### config.mk
export PLATFORM = sky130hd
export DESIGN_NAME = a2d_intf
export DESIGN_NICKNAME = d
export VERILOG_FILES = /design/src/rtl/a2d_pkg.sv /design/src/rtl/a2d_intf_spi.sv /design/src/rtl/a2d_intf.sv
export SDC_FILE = /design/constraint.sdc
export NUM_CORES = 1
export LEC_CHECK = 0
export CORE_UTILIZATION = 35
export DETAILED_ROUTE_END_ITERATION = 10
export GPL_TIMING_DRIVEN = 0
export SLEW_MARGIN = 15
export SYNTH_ARGS = -nofsm -noshare
export SYNTH_HDL_FRONTEND = slang
export SYNTH_SLANG_ARGS = --single-unit
### constraint.sdc
create_clock -name clk -period 2.3 [get_ports clk]
set_input_delay 0.575 -clock clk [delete_from_list [all_inputs] [get_ports clk]]
set_output_delay 0.575 -clock clk [all_outputs]
set_load 0.005 [all_outputs]
### src/rtl/a2d_pkg.sv
// Shared definitions for the ADC round-robin sequencer and its SPI master.
package a2d_pkg;

  // ADC channel numbers for each measured quantity
  localparam logic [2:0] CH_LFT   = 3'd0;
  localparam logic [2:0] CH_RGHT  = 3'd4;
  localparam logic [2:0] CH_STEER = 3'd5;
  localparam logic [2:0] CH_BATT  = 3'd6;

  // Sequencer: every channel is converted twice, the second frame carries the result
  typedef enum logic [1:0] {IDLE, CNV1, GAP, CNV2} seq_state_t;

  // SPI master: shifting 16 bits, then the half-period tail before SS_n rises
  typedef enum logic [1:0] {SPI_IDLE, SPI_SHIFT, SPI_TAIL} spi_state_t;

  // Round-robin slot (0..3) to physical ADC channel
  function automatic logic [2:0] slot_to_chnl(input logic [1:0] slot);
    case (slot)
      2'd0:    return CH_LFT;
      2'd1:    return CH_RGHT;
      2'd2:    return CH_STEER;
      default: return CH_BATT;
    endcase
  endfunction

  // ADC command word selecting a channel
  function automatic logic [15:0] chnl_cmd(input logic [2:0] chnl);
    return {2'b00, chnl, 11'h000};
  endfunction

endpackage

### src/rtl/a2d_intf_spi.sv
// 16-bit SPI master: SCLK idles high, low half then high half per bit,
// MOSI updates on SCLK fall, MISO sampled on SCLK rise, MSB first.
module spi_mstr16
  import a2d_pkg::*;
#(
  parameter int SCLK_DIV = 32
) (
  input  logic        clk,
  input  logic        rst_n,
  input  logic        wrt,
  input  logic [15:0] cmd,
  output logic        done,
  output logic [15:0] rd_data,
  output logic        SS_n,
  output logic        SCLK,
  output logic        MOSI,
  input  logic        MISO
);

  localparam int DW = $clog2(SCLK_DIV);
  localparam logic [DW-1:0] HALF_LAST = DW'(SCLK_DIV / 2 - 1);
  localparam logic [DW-1:0] FULL_LAST = DW'(SCLK_DIV - 1);

  spi_state_t    state_reg, state_next;
  logic [DW-1:0] div_cnt_reg;
  logic [3:0]    bit_cnt_reg;
  logic [15:0]   tx_reg, rx_reg;
  logic          ss_n_reg, sclk_reg, done_reg;
  logic          start, rise, fall, finish;

  // State register
  always_ff @(posedge clk or negedge rst_n) begin
    if (!rst_n) state_reg <= SPI_IDLE;
    else        state_reg <= state_next;
  end

  // Next state and per-cycle SCLK edge strobes
  always_comb begin
    state_next = state_reg;
    start      = 1'b0;
    rise       = 1'b0;
    fall       = 1'b0;
    finish     = 1'b0;
    case (state_reg)
      SPI_IDLE: begin
        if (wrt) begin
          start      = 1'b1;
          state_next = SPI_SHIFT;
        end
      end
      SPI_SHIFT: begin
        if (div_cnt_reg == HALF_LAST) rise = 1'b1;
        if (div_cnt_reg == FULL_LAST) begin
          // after the 16th high half SCLK simply stays high
          if (bit_cnt_reg == 4'd15) state_next = SPI_TAIL;
          else                      fall = 1'b1;
        end
      end
      SPI_TAIL: begin
        if (div_cnt_reg == HALF_LAST) begin
          finish     = 1'b1;
          state_next = SPI_IDLE;
        end
      end
      default: state_next = SPI_IDLE;
    endcase
  end

  // Datapath: divider, bit counter, shift registers and pin registers
  always_ff @(posedge clk or negedge rst_n) begin
    if (!rst_n) begin
      div_cnt_reg <= '0;
      bit_cnt_reg <= '0;
      tx_reg      <= '0;
      rx_reg      <= '0;
      ss_n_reg    <= 1'b1;
      sclk_reg    <= 1'b1;
      done_reg    <= 1'b0;
    end else begin
      done_reg <= finish;
      if (start) begin
        ss_n_reg    <= 1'b0;
        sclk_reg    <= 1'b0;
        div_cnt_reg <= '0;
        bit_cnt_reg <= '0;
        tx_reg      <= cmd;
      end else if (state_reg != SPI_IDLE) begin
        if (state_reg == SPI_SHIFT && div_cnt_reg == FULL_LAST) div_cnt_reg <= '0;
        else                                                    div_cnt_reg <= div_cnt_reg + DW'(1);
        if (rise) begin
          sclk_reg <= 1'b1;
          rx_reg   <= {rx_reg[14:0], MISO};
        end
        if (fall) begin
          sclk_reg    <= 1'b0;
          tx_reg      <= {tx_reg[14:0], 1'b0};
          bit_cnt_reg <= bit_cnt_reg + 4'd1;
        end
        if (finish) ss_n_reg <= 1'b1;
      end
    end
  end

  assign SS_n    = ss_n_reg;
  assign SCLK    = sclk_reg;
  assign MOSI    = ~ss_n_reg & tx_reg[15];
  assign done    = done_reg;
  assign rd_data = rx_reg;

endmodule

### src/rtl/a2d_intf.sv
// Round-robin ADC sequencer: each nxt converts the next of ch0/ch4/ch5/ch6
// (two SPI frames, result taken from the second) into its holding register.
module a2d_intf
  import a2d_pkg::*;
#(
  parameter int SCLK_DIV = 32
) (
  input  logic        clk,
  input  logic        rst_n,
  input  logic        nxt,
  input  logic        MISO,
  output logic        SS_n,
  output logic        SCLK,
  output logic        MOSI,
  output logic [11:0] lft_ld,
  output logic [11:0] rght_ld,
  output logic [11:0] steer_pot,
  output logic [11:0] batt,
  output logic        rnd_cmplt
);

  seq_state_t  state_reg, state_next;
  logic [1:0]  slot_reg;
  logic        rnd_cmplt_reg;
  logic        wrt, upd, done;
  logic [15:0] cmd, rd_data;
  logic        rd_unused;

  // The same command is sent in both frames of a conversion
  assign cmd = chnl_cmd(slot_to_chnl(slot_reg));

  // The response's upper nibble carries no result bits
  assign rd_unused = ^rd_data[15:12];

  spi_mstr16 #(.SCLK_DIV(SCLK_DIV)) u_spi (
    .clk     (clk),
    .rst_n   (rst_n),
    .wrt     (wrt),
    .cmd     (cmd),
    .done    (done),
    .rd_data (rd_data),
    .SS_n    (SS_n),
    .SCLK    (SCLK),
    .MOSI    (MOSI),
    .MISO    (MISO)
  );

  // Sequencer state register
  always_ff @(posedge clk or negedge rst_n) begin
    if (!rst_n) state_reg <= IDLE;
    else        state_reg <= state_next;
  end

  // Sequencer next state; nxt is only honoured in IDLE
  always_comb begin
    state_next = state_reg;
    wrt        = 1'b0;
    upd        = 1'b0;
    case (state_reg)
      IDLE: begin
        if (nxt) begin
          wrt        = 1'b1;
          state_next = CNV1;
        end
      end
      CNV1: if (done) state_next = GAP;
      GAP: begin
        wrt        = 1'b1;
        state_next = CNV2;
      end
      CNV2: begin
        if (done) begin
          upd        = 1'b1;
          state_next = IDLE;
        end
      end
      default: state_next = IDLE;
    endcase
  end

  // Slot pointer advance and end-of-round strobe
  always_ff @(posedge clk or negedge rst_n) begin
    if (!rst_n) begin
      slot_reg      <= 2'd0;
      rnd_cmplt_reg <= 1'b0;
    end else begin
      rnd_cmplt_reg <= upd && (slot_reg == 2'd3);
      if (upd) slot_reg <= slot_reg + 2'd1;
    end
  end

  // One holding register per slot, loaded when its conversion completes
  for (genvar gi = 0; gi < 4; gi++) begin : g_slot
    logic [11:0] res_reg;
    always_ff @(posedge clk or negedge rst_n) begin
      if (!rst_n)                             res_reg <= 12'h000;
      else if (upd && slot_reg == 2'(gi))     res_reg <= rd_data[11:0];
    end
  end

  assign lft_ld    = g_slot[0].res_reg;
  assign rght_ld   = g_slot[1].res_reg;
  assign steer_pot = g_slot[2].res_reg;
  assign batt      = g_slot[3].res_reg;
  assign rnd_cmplt = rnd_cmplt_reg;

endmodule

==> results of run 1 <==
==> final timing paths <==
path / end / slack, ns / cells past startpoint
min in group clk: u_spi.tx_reg[15] / 0.50 / 1
worst max register to register: u_spi.rd_data[10] / 0.42 / 6
worst min-delay path: batt[7] / 0.19 / 1
worst max-delay path: SS_n / 0.31 / 1
worst min register to register: u_spi.tx_reg[15] / 0.50 / 1
max in group asynchronous: u_spi.rd_data[5] / 1.51 / 2
==> per-stage QoR <==
step | cell area [sq um] | std cells | setup WS [ns] | utilization [%]
3_3_place_gp | 4200 | 430 | -2.39 | 43.2
5_1_grt | 4410 | 447 | 0.267 | 45.3
4_1_cts | 4410 | 447 | 0.280 | 45.3
2_1_floorplan | 3480 | 242 | 0.577 | -
6_report | 4410 | 447 | 0.311 | 45.3
3_5_place_dp | 4220 | 431 | 0.198 | 43.4
==> per-layer routing <==
layer,share of wire (%),vias to the layer above
met2,45,40
met4,1.5,0
met5,0,-
met3,4.4,7
li1,-,980
met1,49,1049
==> synth_stat cells <==
library cell               number  area share (%)
sky130_fd_sc_hd__dfrtp_1       82              59
sky130_fd_sc_hd__mux2_2        62              20
sky130_fd_sc_hd__ha_1          15             5.4
sky130_fd_sc_hd__inv_1         11             1.2
sky130_fd_sc_hd__nand2_1       10             1.1
sky130_fd_sc_hd__nor2_1         8            0.86
sky130_fd_sc_hd__nand3_1        6            0.86
sky130_fd_sc_hd__a21oi_1        5            0.72
sky130_fd_sc_hd__mux2i_1        5             1.4
sky130_fd_sc_hd__buf_2          4            0.57
sky130_fd_sc_hd__a22o_1         3            0.75
sky130_fd_sc_hd__nand2b_1       3            0.54
sky130_fd_sc_hd__o21ai_0        3            0.43
sky130_fd_sc_hd__o22ai_1        3            0.54
sky130_fd_sc_hd__dfstp_2        2             1.5
sky130_fd_sc_hd__xnor2_1        2            0.50
sky130_fd_sc_hd__a211oi_1       1            0.22
sky130_fd_sc_hd__a21o_1         1            0.22
sky130_fd_sc_hd__a22oi_1        1            0.22
sky130_fd_sc_hd__and2_1         1            0.18
sky130_fd_sc_hd__and3_1         1            0.18
sky130_fd_sc_hd__and3_4         1            0.32
sky130_fd_sc_hd__buf_4          1            0.22
sky130_fd_sc_hd__buf_8          1            0.43
sky130_fd_sc_hd__nand4_1        1            0.18
sky130_fd_sc_hd__nand4_4        1            0.61
sky130_fd_sc_hd__nor2_2         1            0.18
sky130_fd_sc_hd__nor2b_1        1            0.18
sky130_fd_sc_hd__nor2b_4        1            0.40
sky130_fd_sc_hd__nor3_1         1            0.14
sky130_fd_sc_hd__nor3_2         1            0.29
sky130_fd_sc_hd__nor3b_1        1            0.22
sky130_fd_sc_hd__o21a_1         1            0.22
sky130_fd_sc_hd__xor2_1         1            0.25
==> where the power goes <==
part	leakage (nW)	total (mW)	switching, mW	internal (mW)
combinational	0.916	0.0399	0.0296	0.0103
sequential	1.11	1.48	0.00312	1.48
clock	0.0893	0.987	0.558	0.429
total	2.12	2.51	0.591	1.92
==> logic make-up (layout without fill, tap and decap cells) <==
family | Yosys count | after routing
compound gates | 18 | 18
simple gates | 38 | 38
flops | 84 | 84
fa+ha+maj | 15 | 15
xor+xnor | 3 | 3
buf+inv | 17 | 89
mux | 67 | 67
==> layout make-up <==
class                           instances  area (sq um)  share of cell area [%]
Multi-Input combinational cell        141          1290                    29.3
Inverter                               11          41.3                   0.937
Sequential cell                        84          2100                    47.7
Tap cell                              133           166                    3.78
Buffer                                  6          42.5                   0.965
Clock buffer                           10           138                    3.12
Clock inverter                          6          46.3                    1.05
Timing Repair Buffer                   56           576                    13.1
==> metrics.cfg, run 1 <==
[status]
status=complete, no violations

[sta]
timing.final.max_slew_violations=0
finClkSkew_ns=0.0114
final_hold_viol_count=0
final_setup_violation_count=0
final_min_period_over_clock_period_pct=86.5
setup_tns_ns=0
max_freq_mhz=503
whs_ns=0.192
rsz0062_at_grt=false
max_slew.worst_pin.slew_ns=0.534
post_layout_minimum_cycle_time_ns=1.99
worst_slew_margin_rel_pct=64.4

[clocking]
clock_sinks=84
cts_max_level=3
cts_root_buffer=sky130_fd_sc_hd__clkbuf_8
cts.reportedPaths.clkPinSlew_ns=0.09
hold_buffers=0
cts_tree=built
insertion_delay_ns=0.36
cts-resized-gates=0
clk_path_buf_depth=2
numCtsBuffers=9
cts_setup_buffers=0

[min_path]
min_path_type=input port to async pin

[synthesis]
synth_simple_gate_area_share_pct=6.22
syn-num-nets=261
muxShareOfSynthArea_pct=21.5
syn_avg_cell_area_sq_um=14.4
synth-seq-area-share_pct=60.4
post_synthesis_cells=242
synthAdderAreaFrac_pct=5.39
synth-xor-area-share_pct=0.755
mappedNetlistArea_sq_mm=0.00348
synth-seq-cells=84
synth_compound_gate_area_share_pct=3.31
synth_cell_types=34
synth_top_family_by_area=multiplexers
synth_warnings=0

[placed_design]
gp_routability_congestion=0.743
io_buffers=55
hpwlAfterDp_um=4440

[route]
drt-wirelength-per-cell_um=14.2
route.final.wire_length_um=6370
detailedRoute.firstIterationViolations=79
dr_total_vias=2076
ant_nets=0
post-route-drc-count=0
route.detailed.vias_per_inst=4.64
first_drt_pass_iteration_count=4

[cells_and_area]
finish.net_count=328
num_antenna_cells=0
layout-drive-gt1-share_pct=29.6
areaGrowthSynthToFinish_pct=26.6
final_common_cell=sky130_fd_sc_hd__dfrtp_1
final_layout_fill_cell_count=921
mostFrequentLayoutCells=sky130_fd_sc_hd__dfrtp_1 (82), sky130_fd_sc_hd__mux2_2 (62), sky130_fd_sc_hd__clkdlybuf4s50_1 (54)

[setup_path]
critical-path-max-stage-delay_ns=0.56
capturing_element_type_of_the_critical_path=output pin
cp_data_required_time_ns=1.73
buffer_and_inverter_count_on_the_worst_path=1
reg2reg_from=u_spi.div_cnt_reg[0]
worst-setup-path-type=register to output pin
setup.worst_path.start_class=register
cp.arrival_ns=1.41
cp_slowest_cell=sky130_fd_sc_hd__dfstp_2
critical_path.top_delay_family=flip-flops
worstPathMaxFanout=3
timing.critical_path.from=u_spi.SS_n
path_cells=clkdlybuf4s50_1

[floorplan]
dieArea_sq_mm=0.0104
design.core.area_sq_mm=0.00973
placementRows=36
chipHeight_um=102
initial_utilization_pct=35.8
boundaryPins=56
die_x_um=102

[grt]
met2_usage_pct=19.5
globalRoute.busiestLayer=met2
grt_first_pass_wirelength_um=10500
number_of_antenna_violations_at_the_first_check_in_global_routing=0
grt_pass1_vias=2018
grt_usage_pct=13.5
pin_count_of_the_biggest_net_entering_global_routing=45
met1_usage_pct=18.5
grtUsageMet3_pct=4.90
grt_overflow_total=0

[power]
power.static_leakage_nw=2.12
pwr_density_cell_mw_per_mm2=569
power.total_mw=2.51
ir_drop_mv=0.335

[run]
timing.max_cap.violations=0

Note: power is estimated with default switching activity, not from simulation.
==> inputs of run 2 (changes only) <==
--- a/config.mk
+++ b/config.mk
@@ -5,9 +5,13 @@
 export SDC_FILE = /design/constraint.sdc
 export NUM_CORES = 1
 export LEC_CHECK = 0
+export CELL_PAD_IN_SITES_DETAIL_PLACEMENT = 0
+export CELL_PAD_IN_SITES_GLOBAL_PLACEMENT = 1
 export CORE_UTILIZATION = 35
 export DETAILED_ROUTE_END_ITERATION = 10
 export GPL_TIMING_DRIVEN = 0
+export HOLD_SLACK_MARGIN = 0.12
+export PLACE_DENSITY_LB_ADDON = 0.1
 export SLEW_MARGIN = 15
 export SYNTH_ARGS = -nofsm -noshare
 export SYNTH_HDL_FRONTEND = slang
==> metrics.cfg, run 2 (synthesis results as in run 1) <==
[placed_design]
placed_cells=431  ; unchanged
io_buffers=55  ; unchanged
hpwlAfterDp_um=4440  ; about the same
placement.setup.worst_slack_ns=0.181  ; -0.0172 ns
gp_routability_congestion=0.709  ; -4.7%
dpl-instance-area_sq_mm=0.00422  ; -0.18%

[grt]
grt_overflow_total=0  ; unchanged
grt_usage_pct=14.0  ; +0.53 points
grt_pass1_vias=1997  ; -1.0%
pin_count_of_the_biggest_net_entering_global_routing=50  ; +11%
number_of_antenna_violations_at_the_first_check_in_global_routing=0  ; unchanged
grt_first_pass_wirelength_um=10700  ; +2.2%

[setup_path]
worst-setup-path-type=register to output pin
critical_path.top_delay_family=flip-flops
critical-path-max-stage-delay_ns=0.56  ; about the same
buffer_and_inverter_count_on_the_worst_path=1  ; unchanged
worstPathMaxFanout=3  ; unchanged
reg2reg_setup_slack_ns=0.38  ; -0.04 ns
setup.worst_path.start_class=register
timing.reg2reg.worst_path_depth=6  ; unchanged
capturing_element_type_of_the_critical_path=output pin
cp_data_required_time_ns=1.73  ; about the same
reg2reg_from=u_spi.div_cnt_reg[0]
cp.arrival_ns=1.40  ; about the same
path_cells=clkdlybuf4s50_1
regToRegEndpoint=u_spi.rd_data[10]
cp_slowest_cell=sky130_fd_sc_hd__dfstp_2

[power]
cell_internal_power_mw=1.99  ; +4.0%
ir_drop_mv=0.226  ; -33%
share_clk_of_total_power_pct=41.0  ; +1.6 points
p_comb_share_pct=1.5  ; about the same
sequential_share_of_power_pct=57.4  ; -1.6 points
power.static_leakage_nw=2.12  ; about the same
pwr_density_cell_mw_per_mm2=584  ; +2.7%
p_sw_share_pct=22.6  ; -0.94 points
p_sw_mw=0.583  ; -1.3%

[sta]
setup_tns_ns=0  ; unchanged
timing.final.max_slew_violations=0  ; unchanged
post_layout_minimum_cycle_time_ns=1.98  ; -0.00940 ns
finClkSkew_ns=0.0142  ; +0.00282 ns
rsz0062_at_grt=false
final_setup_violation_count=0  ; unchanged
final_min_period_over_clock_period_pct=86.1  ; -0.41 points
layout_setup_ws_ns=0.320  ; +0.00940 ns
final_hold_viol_count=0  ; unchanged
max_freq_mhz=505  ; +0.48%
worst_slew_margin_rel_pct=56.7  ; -7.6 points
max_slew.worst_pin.slew_ns=0.649  ; +0.115 ns

[route]
route.detailed.vias_per_inst=4.63  ; -0.40%
detailedRoute.firstIterationViolations=63  ; -20%
ant_nets=0  ; unchanged
post-route-drc-count=0  ; unchanged
dr_total_vias=2063  ; -0.63%
first_drt_pass_iteration_count=4  ; unchanged
route.final.wire_length_um=6540  ; +2.8%
drt-wirelength-per-cell_um=14.7  ; +3.0%

[floorplan]
boundaryPins=56  ; unchanged
chipHeight_um=102  ; unchanged
design.core.area_sq_mm=0.00973  ; unchanged
initial_utilization_pct=35.8  ; unchanged
die_x_um=102  ; unchanged
dieArea_sq_mm=0.0104  ; unchanged
placementRows=36  ; unchanged

[cells_and_area]
postLayoutCellArea_sq_mm=0.00441  ; about the same
final_layout_fill_cell_count=932  ; +1.2%
areaGrowthSynthToFinish_pct=26.7  ; about the same
num_antenna_cells=0  ; unchanged
mostFrequentLayoutCells=sky130_fd_sc_hd__dfrtp_1 (82), sky130_fd_sc_hd__mux2_2 (62), sky130_fd_sc_hd__clkdlybuf4s50_1 (54)
layout-drive-gt1-share_pct=29.4  ; -0.22 points
finish.cell_count_without_fillers=446  ; -0.22%
finish.net_count=328  ; unchanged
final_common_cell=sky130_fd_sc_hd__dfrtp_1

[clocking]
cts_setup_buffers=0  ; unchanged
clock_sinks=84  ; unchanged
cts_root_buffer=sky130_fd_sc_hd__clkbuf_8
insertion_delay_ns=0.35  ; about the same
cts_max_level=3  ; unchanged
hold_buffers=0  ; unchanged
clk_path_buf_depth=2  ; unchanged
cts_tree=built
numCtsBuffers=9  ; unchanged
cts-resized-gates=0  ; unchanged
cts.reportedPaths.clkPinSlew_ns=0.09  ; about the same

[run]
timing.max_cap.violations=0  ; unchanged

[status]
status=complete, no violations

[min_path]
min_path_type=input port to async pin

[run 2: routing by layer]
layer	up-vias	GRT usage, %	share of wire (%)
met3	12	3.11	3.5
met4	0	6.69	2.0
li1	970	-	-
met1	1034	20.2	52
met5	-	0	0
met2	47	19.8	43
[run 2: power by group through the flow]
stage | combinational, mW | clock (mW) | sequential (mW)
final | 0.0390 | 1.06 | 1.48
after floorplan | 0.00168 | 0 | 1.51
after CTS | 0.0422 | 1.10 | 1.48
after global routing | 0.0465 | 1.16 | 1.48
after detailed placement | 0.0419 | 0 | 1.51
after global placement | 0.0382 | 0 | 1.51
[run 2: area by class of cell]
class / count / area [sq um] / share of cell area, %
flip-flops and latches: 84 / 2100 / 47.7
multi-input cells: 141 / 1290 / 29.3
repair buffers: 56 / 568 / 12.9
well taps: 133 / 166 / 3.77
clock buffers: 9 / 124 / 2.81
clock inverters: 6 / 71.3 / 1.62
plain buffers: 6 / 42.5 / 0.964
inverters: 11 / 41.3 / 0.936
[run 2: worst max-delay path by stage]
stage                          from                    to  slack, ns  cells after the start
6_report                 u_spi.SS_n                  SS_n       0.32                      1
5_1_grt        u_spi.div_cnt_reg[0]      u_spi.rd_data[5]       0.26                      6
3_5_place_dp                    nxt  u_spi.bit_cnt_reg[1]       0.18                      5
2_1_floorplan  u_spi.div_cnt_reg[0]     u_spi.rd_data[10]       0.58                      6
3_3_place_gp                  rst_n            rght_ld[3]      -2.55                      1
4_1_cts                  u_spi.SS_n                  SS_n       0.29                      1
[run 2: stage by stage]
stage	hold slack, ns	total power [mW]	utilization [%]
2_1_floorplan	0.279	1.51	-
3_3_place_gp	0.481	1.55	43.2
3_5_place_dp	0.488	1.55	43.3
4_1_cts	0.264	2.62	45.3
5_1_grt	0.296	2.69	45.3
6_report	0.253	2.58	45.3
==> inputs of run 3 (changes only) <==
==> constraint.sdc (replaced) <==
create_clock -name clk -period 2.6 [get_ports clk]
set_input_delay 0.65 -clock clk [delete_from_list [all_inputs] [get_ports clk]]
set_output_delay 0.65 -clock clk [all_outputs]
set_load 0.005 [all_outputs]
==> results of run 3 <==
Same layout as run 2 (identical final DEF). Status: complete, no violations.
Among the figures that moved: setup slack after placement 0.181 ns -> 0.406 ns; setup slack after layout 0.320 ns -> 0.545 ns; hold slack 0.253 ns -> 0.328 ns; register-to-register setup slack 0.38 ns -> 0.68 ns; total power 2.58 mW -> 2.28 mW; worst IR drop on VDD 0.226 mV -> 0.200 mV
